## src/rtl/rx_ctrl_unit.sv

```systemverilog
// Receive control FSM: sequences start, bit reception, stop-bit check and buffer load.
// Keeps sticky framing error and saturating good-packet / error statistics.
module rx_ctrl_unit #(
    parameter int PKT_CNT_BITS = 8,
    parameter int ERR_CNT_BITS = 4
) (
    input  logic                    clk,
    input  logic                    n_rst,
    input  logic                    start_bit_detected,
    input  logic                    packet_done,
    input  logic                    stop_bit,
    input  logic                    clr_stats,
    output logic                    sbc_clear,
    output logic                    sbc_enable,
    output logic                    enable_timer,
    output logic                    load_buffer,
    output logic                    framing_error,
    output logic [PKT_CNT_BITS-1:0] pkt_count,
    output logic [ERR_CNT_BITS-1:0] err_count
);

    localparam logic [2:0] IDLE     = 3'd0;
    localparam logic [2:0] START    = 3'd1;
    localparam logic [2:0] RECV     = 3'd2;
    localparam logic [2:0] STOP_CHK = 3'd3;
    localparam logic [2:0] LOAD     = 3'd4;

    logic [2:0] state;
    logic [2:0] next_state;

    always_comb begin
        next_state = state;
        case (state)
            IDLE:     if (start_bit_detected) next_state = START;
            START:    next_state = RECV;
            RECV:     if (packet_done) next_state = STOP_CHK;
            STOP_CHK: next_state = stop_bit ? LOAD : IDLE;
            LOAD:     next_state = IDLE;
            default:  next_state = IDLE;
        endcase
    end

    always_ff @(posedge clk) begin
        if (!n_rst) begin
            state         <= IDLE;
            framing_error <= 1'b0;
            pkt_count     <= '0;
            err_count     <= '0;
        end else begin
            state <= next_state;

            if (state == START)
                framing_error <= 1'b0;
            else if (state == STOP_CHK && !stop_bit)
                framing_error <= 1'b1;

            // A statistics clear takes priority over any increment in the same cycle.
            if (clr_stats)
                pkt_count <= '0;
            else if (state == LOAD && pkt_count != '1)
                pkt_count <= pkt_count + 1'b1;

            if (clr_stats)
                err_count <= '0;
            else if (state == STOP_CHK && !stop_bit && err_count != '1)
                err_count <= err_count + 1'b1;
        end
    end

    assign sbc_clear    = (state == START);
    assign enable_timer = (state == RECV);
    assign sbc_enable   = (state == STOP_CHK);
    assign load_buffer  = (state == LOAD);

endmodule

```

## config.mk

```make
export PLATFORM = sky130hd
export DESIGN_NAME = rx_ctrl_unit
export DESIGN_NICKNAME = d
export VERILOG_FILES = /design/src/rtl/rx_ctrl_unit.sv
export SDC_FILE = /design/constraint.sdc
export NUM_CORES = 1
export LEC_CHECK = 0
export CELL_PAD_IN_SITES_DETAIL_PLACEMENT = 1
export CELL_PAD_IN_SITES_GLOBAL_PLACEMENT = 2
export CORE_MARGIN = 1
export CORE_UTILIZATION = 31
export CTS_BUF_LIST = sky130_fd_sc_hd__clkbuf_16
export DETAILED_ROUTE_END_ITERATION = 6
export DONT_BUFFER_PORTS = 1
export HOLD_SLACK_MARGIN = 0.12
export PLACE_DENSITY_LB_ADDON = 0.1
export SYNTH_ARGS = -nofsm -noshare
export SYNTH_HDL_FRONTEND = slang
export SYNTH_SLANG_ARGS = --single-unit
```

## constraint.sdc

```tcl
create_clock -name clk -period 2 [get_ports clk]
set_clock_uncertainty 0.2 [all_clocks]
set_input_delay 0.4 -clock clk [delete_from_list [all_inputs] [get_ports clk]]
set_output_delay 0.4 -clock clk [all_outputs]
set_load 0.05 [all_outputs]
```

[Word level (Yosys, flattened, before mapping)]
Cells that the tools add are included.
Word-level totals
  register bits after elaboration: 16
  input port bits: 6
  output and inout port bits: 17
Cells by class
  add/subtract/negate cells: 2
  eq/ne operators: 8
  multiplexer cells: 4
  bitwise logic cells: 1
  reduce and logical (&&, ||, !) cells: 8
Operators by type and width (number)
  $pmux W3 S4: 1
  $mux W3: 3
  $add A8 B1 Y8 const B: 1
  $ne A8 B8 Y1 const B: 1
  $eq A3 B2 Y1 const B: 2
  $add A4 B1 Y4 const B: 1
  $ne A2 B2 Y1 const B: 2
  $ne A4 B4 Y1 const B: 1
  $reduce_or A2 Y1: 2
  $eq A3 B1 Y1 const B: 1
  $eq A3 B3 Y1 const B: 1
  $logic_and A1 B1 Y1: 3
  $logic_not A3 Y1: 1
  $reduce_and A2 Y1: 1
  $logic_not A1 Y1: 1
  $not A1 Y1: 1

[Logic depth before layout (Yosys ltp)]
Gate-level depths: netlist (run 1).
  depth in word-level cells: 3
  depth in mapped cells: 5
  mapped depth without buffers: 5

[Worst setup path before layout (run 1)]
OpenSTA, ideal clock, no wires.
  kind: reg-to-output
  start point: reg state[0]
  end point: out sbc_clear
  data arrival time: 1652 ps
  required time: 1400 ps
  path slack: -252 ps
  cell stages (with the launch flop): 2
  path through: dfxtp_1 > nor3b_1
Between the ends
  cells in the longest elaborated chain, start to end: 1
RTL lines
  start, declared: line 28  | logic [2:0] state;
  start signal, assigned: line 50  | state <= next_state;
  $eq A3 B1 Y1: line 70  | assign sbc_clear = (state == START);
  end, declared: line 13  | output logic sbc_clear,
No other way between the ends.

[Worst setup path after layout (run 1)]
  start point: reg state[2]
  end point: reg pkt_count[5]
Between the ends
  cells in the longest elaborated chain, start to end: 2
RTL lines
  $eq A3 B3 Y1: line 60  | else if (state == LOAD && pkt_count != '1)
  $logic_and A1 B1 Y1: line 60
  end signal, assigned: line 61  | pkt_count <= pkt_count + 1'b1;
  end, declared: line 18  | output logic [PKT_CNT_BITS-1:0] pkt_count,
No other way between the ends.
A chain may end at the register's enable or synchronous reset.

==> results of run 1 <==
==> final timing paths <==
| path | slack [ns] | start | end | cells after the start |
|---|---|---|---|---|
| setup / recovery | 0.07 | state[2]$_SDFFE_PN0P_ | pkt_count[5]$_SDFFE_PP0P_ | 4 |
| hold / removal | 0.18 | start_bit_detected | state[0]$_SDFFE_PN0P_ | 2 |
| setup reg to reg | 0.07 | state[2]$_SDFFE_PN0P_ | pkt_count[5]$_SDFFE_PP0P_ | 4 |
| hold reg to reg | 0.36 | state[2]$_SDFFE_PN0P_ | state[0]$_SDFFE_PN0P_ | 2 |
==> timing repair <==
item / CTS / global route
setup buffers: 0 / 0
resized for setup: 0 / 1
endpoints found under the hold margin: 4 / 0
setup endpoints to repair: 0 / 2
hold buffers: 2 / 0
==> flip-flops by register name (all words and copies together) (netlist names) <==
signal / count
err_count: 4
framing_error: 1
pkt_count: 8
state: 3
==> cell usage after synthesis, types with 2 or more instances <==
library cell              number
sky130_fd_sc_hd__nand3_1       6
sky130_fd_sc_hd__nor3_1        3
sky130_fd_sc_hd__nor2_1        9
sky130_fd_sc_hd__mux2i_1       3
sky130_fd_sc_hd__nand2_1       5
sky130_fd_sc_hd__ha_1          2
sky130_fd_sc_hd__dfxtp_1      16
sky130_fd_sc_hd__xor2_1        4
sky130_fd_sc_hd__inv_1         2
sky130_fd_sc_hd__and3_1        2
sky130_fd_sc_hd__a21oi_1       5
sky130_fd_sc_hd__nor3b_1       4
==> per-stage QoR <==
step / std cells / area [sq um]
6_report: 131 / 1010
3_5_place_dp: 126 / 916
4_1_cts: 131 / 1010
3_3_place_gp: 126 / 916
5_1_grt: 131 / 1010
2_1_floorplan: 81 / 749
==> metal layers <==
metal / wire, um / global-route usage / up-vias
met4: 42 / 0.0972 / 0
li1: - / - / 342
met1: 830 / 0.213 / 327
met5: 0 / 0 / -
met2: 889 / 0.267 / 20
met3: 108 / 0.0655 / 4
==> logic make-up (layout without fill, tap and decap cells) <==
group                    after synthesis  after routing  share of synthesized area
buffers and inverters                  3             25                     0.0152
AO/OA/AOI/OAI                         12             12                     0.0998
AND/OR/NAND/NOR                       41             41                      0.330
flip-flops                            16             16                      0.433
XOR/XNOR                               4              4                     0.0474
adder cells (fa/ha/maj)                2              2                     0.0338
multiplexers                           3              3                     0.0406
==> layout make-up <==
type	instances	area [sq um]	share of cell area
inverters	2	7.51	0.00740
flip-flops and latches	16	320	0.316
repair buffers	20	159	0.157
clock buffers	3	75.1	0.0740
multi-input cells	62	418	0.412
well taps	28	35.0	0.0345
==> critical path, cell delays in order (launching register included) <==
cell and delay (ns):
sky130_fd_sc_hd__dfxtp_1 0.32, sky130_fd_sc_hd__or3b_4 0.41, sky130_fd_sc_hd__or2_4 0.27, sky130_fd_sc_hd__or4_1 0.52, sky130_fd_sc_hd__a21oi_1 0.14
==> power by group through the flow <==
| stage | Combinational (uW) | Clock, uW | Sequential, uW |
|---|---|---|---|
| after CTS | 52.5 | 399 | 326 |
| after floorplan | 30.1 | 0 | 336 |
| after global routing | 55.5 | 406 | 327 |
| after detailed placement | 48.4 | 0 | 333 |
| after global placement | 47.9 | 0 | 332 |
| final | 52.1 | 384 | 327 |
==> flow_metrics.env, run 1 <==
export IMPL_initial_utilization=0.331
export IMPL_status="finished clean"
export IMPL_final_layout_size_suffix_gt1_frac=0.262
export IMPL_combPwrFrac=0.068
export IMPL_postLayoutSetupSlackWorst_ns=0.0683
export IMPL_cts_sinks=16
export IMPL_synth_main_ff_cell="sky130_fd_sc_hd__dfxtp_1"
export IMPL_warnings_from_yosys=0
export IMPL_setup_viol=0
export IMPL_synthArstFlopShare=0
export IMPL_slew_viols_final=0
export IMPL_worst_slew_pin_transition_ns=0.509
export IMPL_area_delta_synth_final_pct=37.2
export IMPL_antenna_violations_before_repair=0
export IMPL_globalplace_congestion=0.723
export IMPL_top_library_cells_by_usage_in_the_layout_fill_and_taps_aside="sky130_fd_sc_hd__buf_4, sky130_fd_sc_hd__dfxtp_1, sky130_fd_sc_hd__nor2_1"
export IMPL_drtPass1Iterations=4
export IMPL_global_route_overflow_total=0
export IMPL_route_final_wire_length_mm=1.87
export IMPL_cts_buffers=3
export IMPL_power_switching_fraction=0.206
export IMPL_ys_types=32
export IMPL_period_share=0.966
export IMPL_crit_fanout=5
export IMPL_netlist_top_cell_by_area="sky130_fd_sc_hd__dfxtp_1"
export IMPL_clock_insertion_delay_worst_skew_ns=0.25
export IMPL_share_clk_of_total_power=0.504
export IMPL_setup_worst_path_end_class="flop"
export IMPL_drcViolationCount=0
export IMPL_die_y_um=50.8
export IMPL_ys_seq_area_frac=0.433
export IMPL_n_fill_cell=264
export IMPL_grt_setup_unrepaired="no"
export IMPL_postLayoutCoreUtil=0.454
export IMPL_placement_io_buffers=0
export IMPL_synth_seq_cells=16
export IMPL_viasPerCell=5.29
export IMPL_internal_cell_power_uw=606
export IMPL_yosys_top_cells_area="sky130_fd_sc_hd__dfxtp_1, sky130_fd_sc_hd__xor2_1, sky130_fd_sc_hd__nor2_1"
export IMPL_fin_tns_setup_ns=0
export IMPL_timing_max_cap_violations=0
export IMPL_final_common_cell="sky130_fd_sc_hd__buf_4"
export IMPL_cts_tree="done"
export IMPL_power_uw=763
export IMPL_final_period_minus_worst_setup_slack_ns=1.93
export IMPL_vias=693
export IMPL_cts_htree_levels=1
export IMPL_mappedNetlistNets=89
export IMPL_die_x_um=50.8
export IMPL_core_region_area_sq_um=2230
export IMPL_synth_cells=81
export IMPL_clk_root_buffer_cell="sky130_fd_sc_hd__clkbuf_16"
export IMPL_nNetsFinal=113
export IMPL_number_of_top_level_design_ports=23
export IMPL_p_sw_uw=157
export IMPL_placement_rows=17
export IMPL_timing_final_hold_violations=0
export IMPL_place_ws_ns=0.0439
export IMPL_grt_pass1_vias=685
export IMPL_max_clock_path_buffers=2
export IMPL_startpoint_type="flop"
export IMPL_postSynthAreaPerCell_sq_um=9.13
export IMPL_timing_hold_worst_class="input port to flop"
export IMPL_grt_max_degree=13
export IMPL_global_route_wire_length_before_repair_mm=3.22
export IMPL_achievable_frequency_ghz=0.518
export IMPL_critPathArrivalTime_ns=1.90
export IMPL_place_hpwl_mm=1.40
export IMPL_power_per_unit_of_standard_cell_area_nw_per_um2=752
export IMPL_critical_path_class="flop to flop"
export IMPL_worst_slew_margin_rel=0.660
export IMPL_num_antenna_cells=0
export IMPL_fp_dieArea_sq_um=2580
export IMPL_avgRoutedWirePerCell_um=14.3
export IMPL_cts_reportedPaths_clkPinSlew_ns=0.05
export IMPL_ant_nets=0
export IMPL_synthesis_area_sq_um=739
export IMPL_worst_endpoint_required_ns=1.97
export IMPL_grt_util_all_layers=0.176
export IMPL_hold_ws_ns=0.183
export IMPL_synth_top_area_frac=0.433
export IMPL_ir_worst_vdd_uv=544
export IMPL_seqPwrFrac=0.428
export IMPL_detail_route_iter0_violations=7
export IMPL_synth_edff_count=0
export IMPL_cellLeakagePower_uw=0.000406
No activity file was read; power rests on OpenSTA's default activity.
==> inputs of run 2 (changes only) <==
- CTS_CLUSTER_DIAMETER: not set -> 40
==> results of run 2 <==
The final DEF is identical to that of run 1; final timing and power are the same.
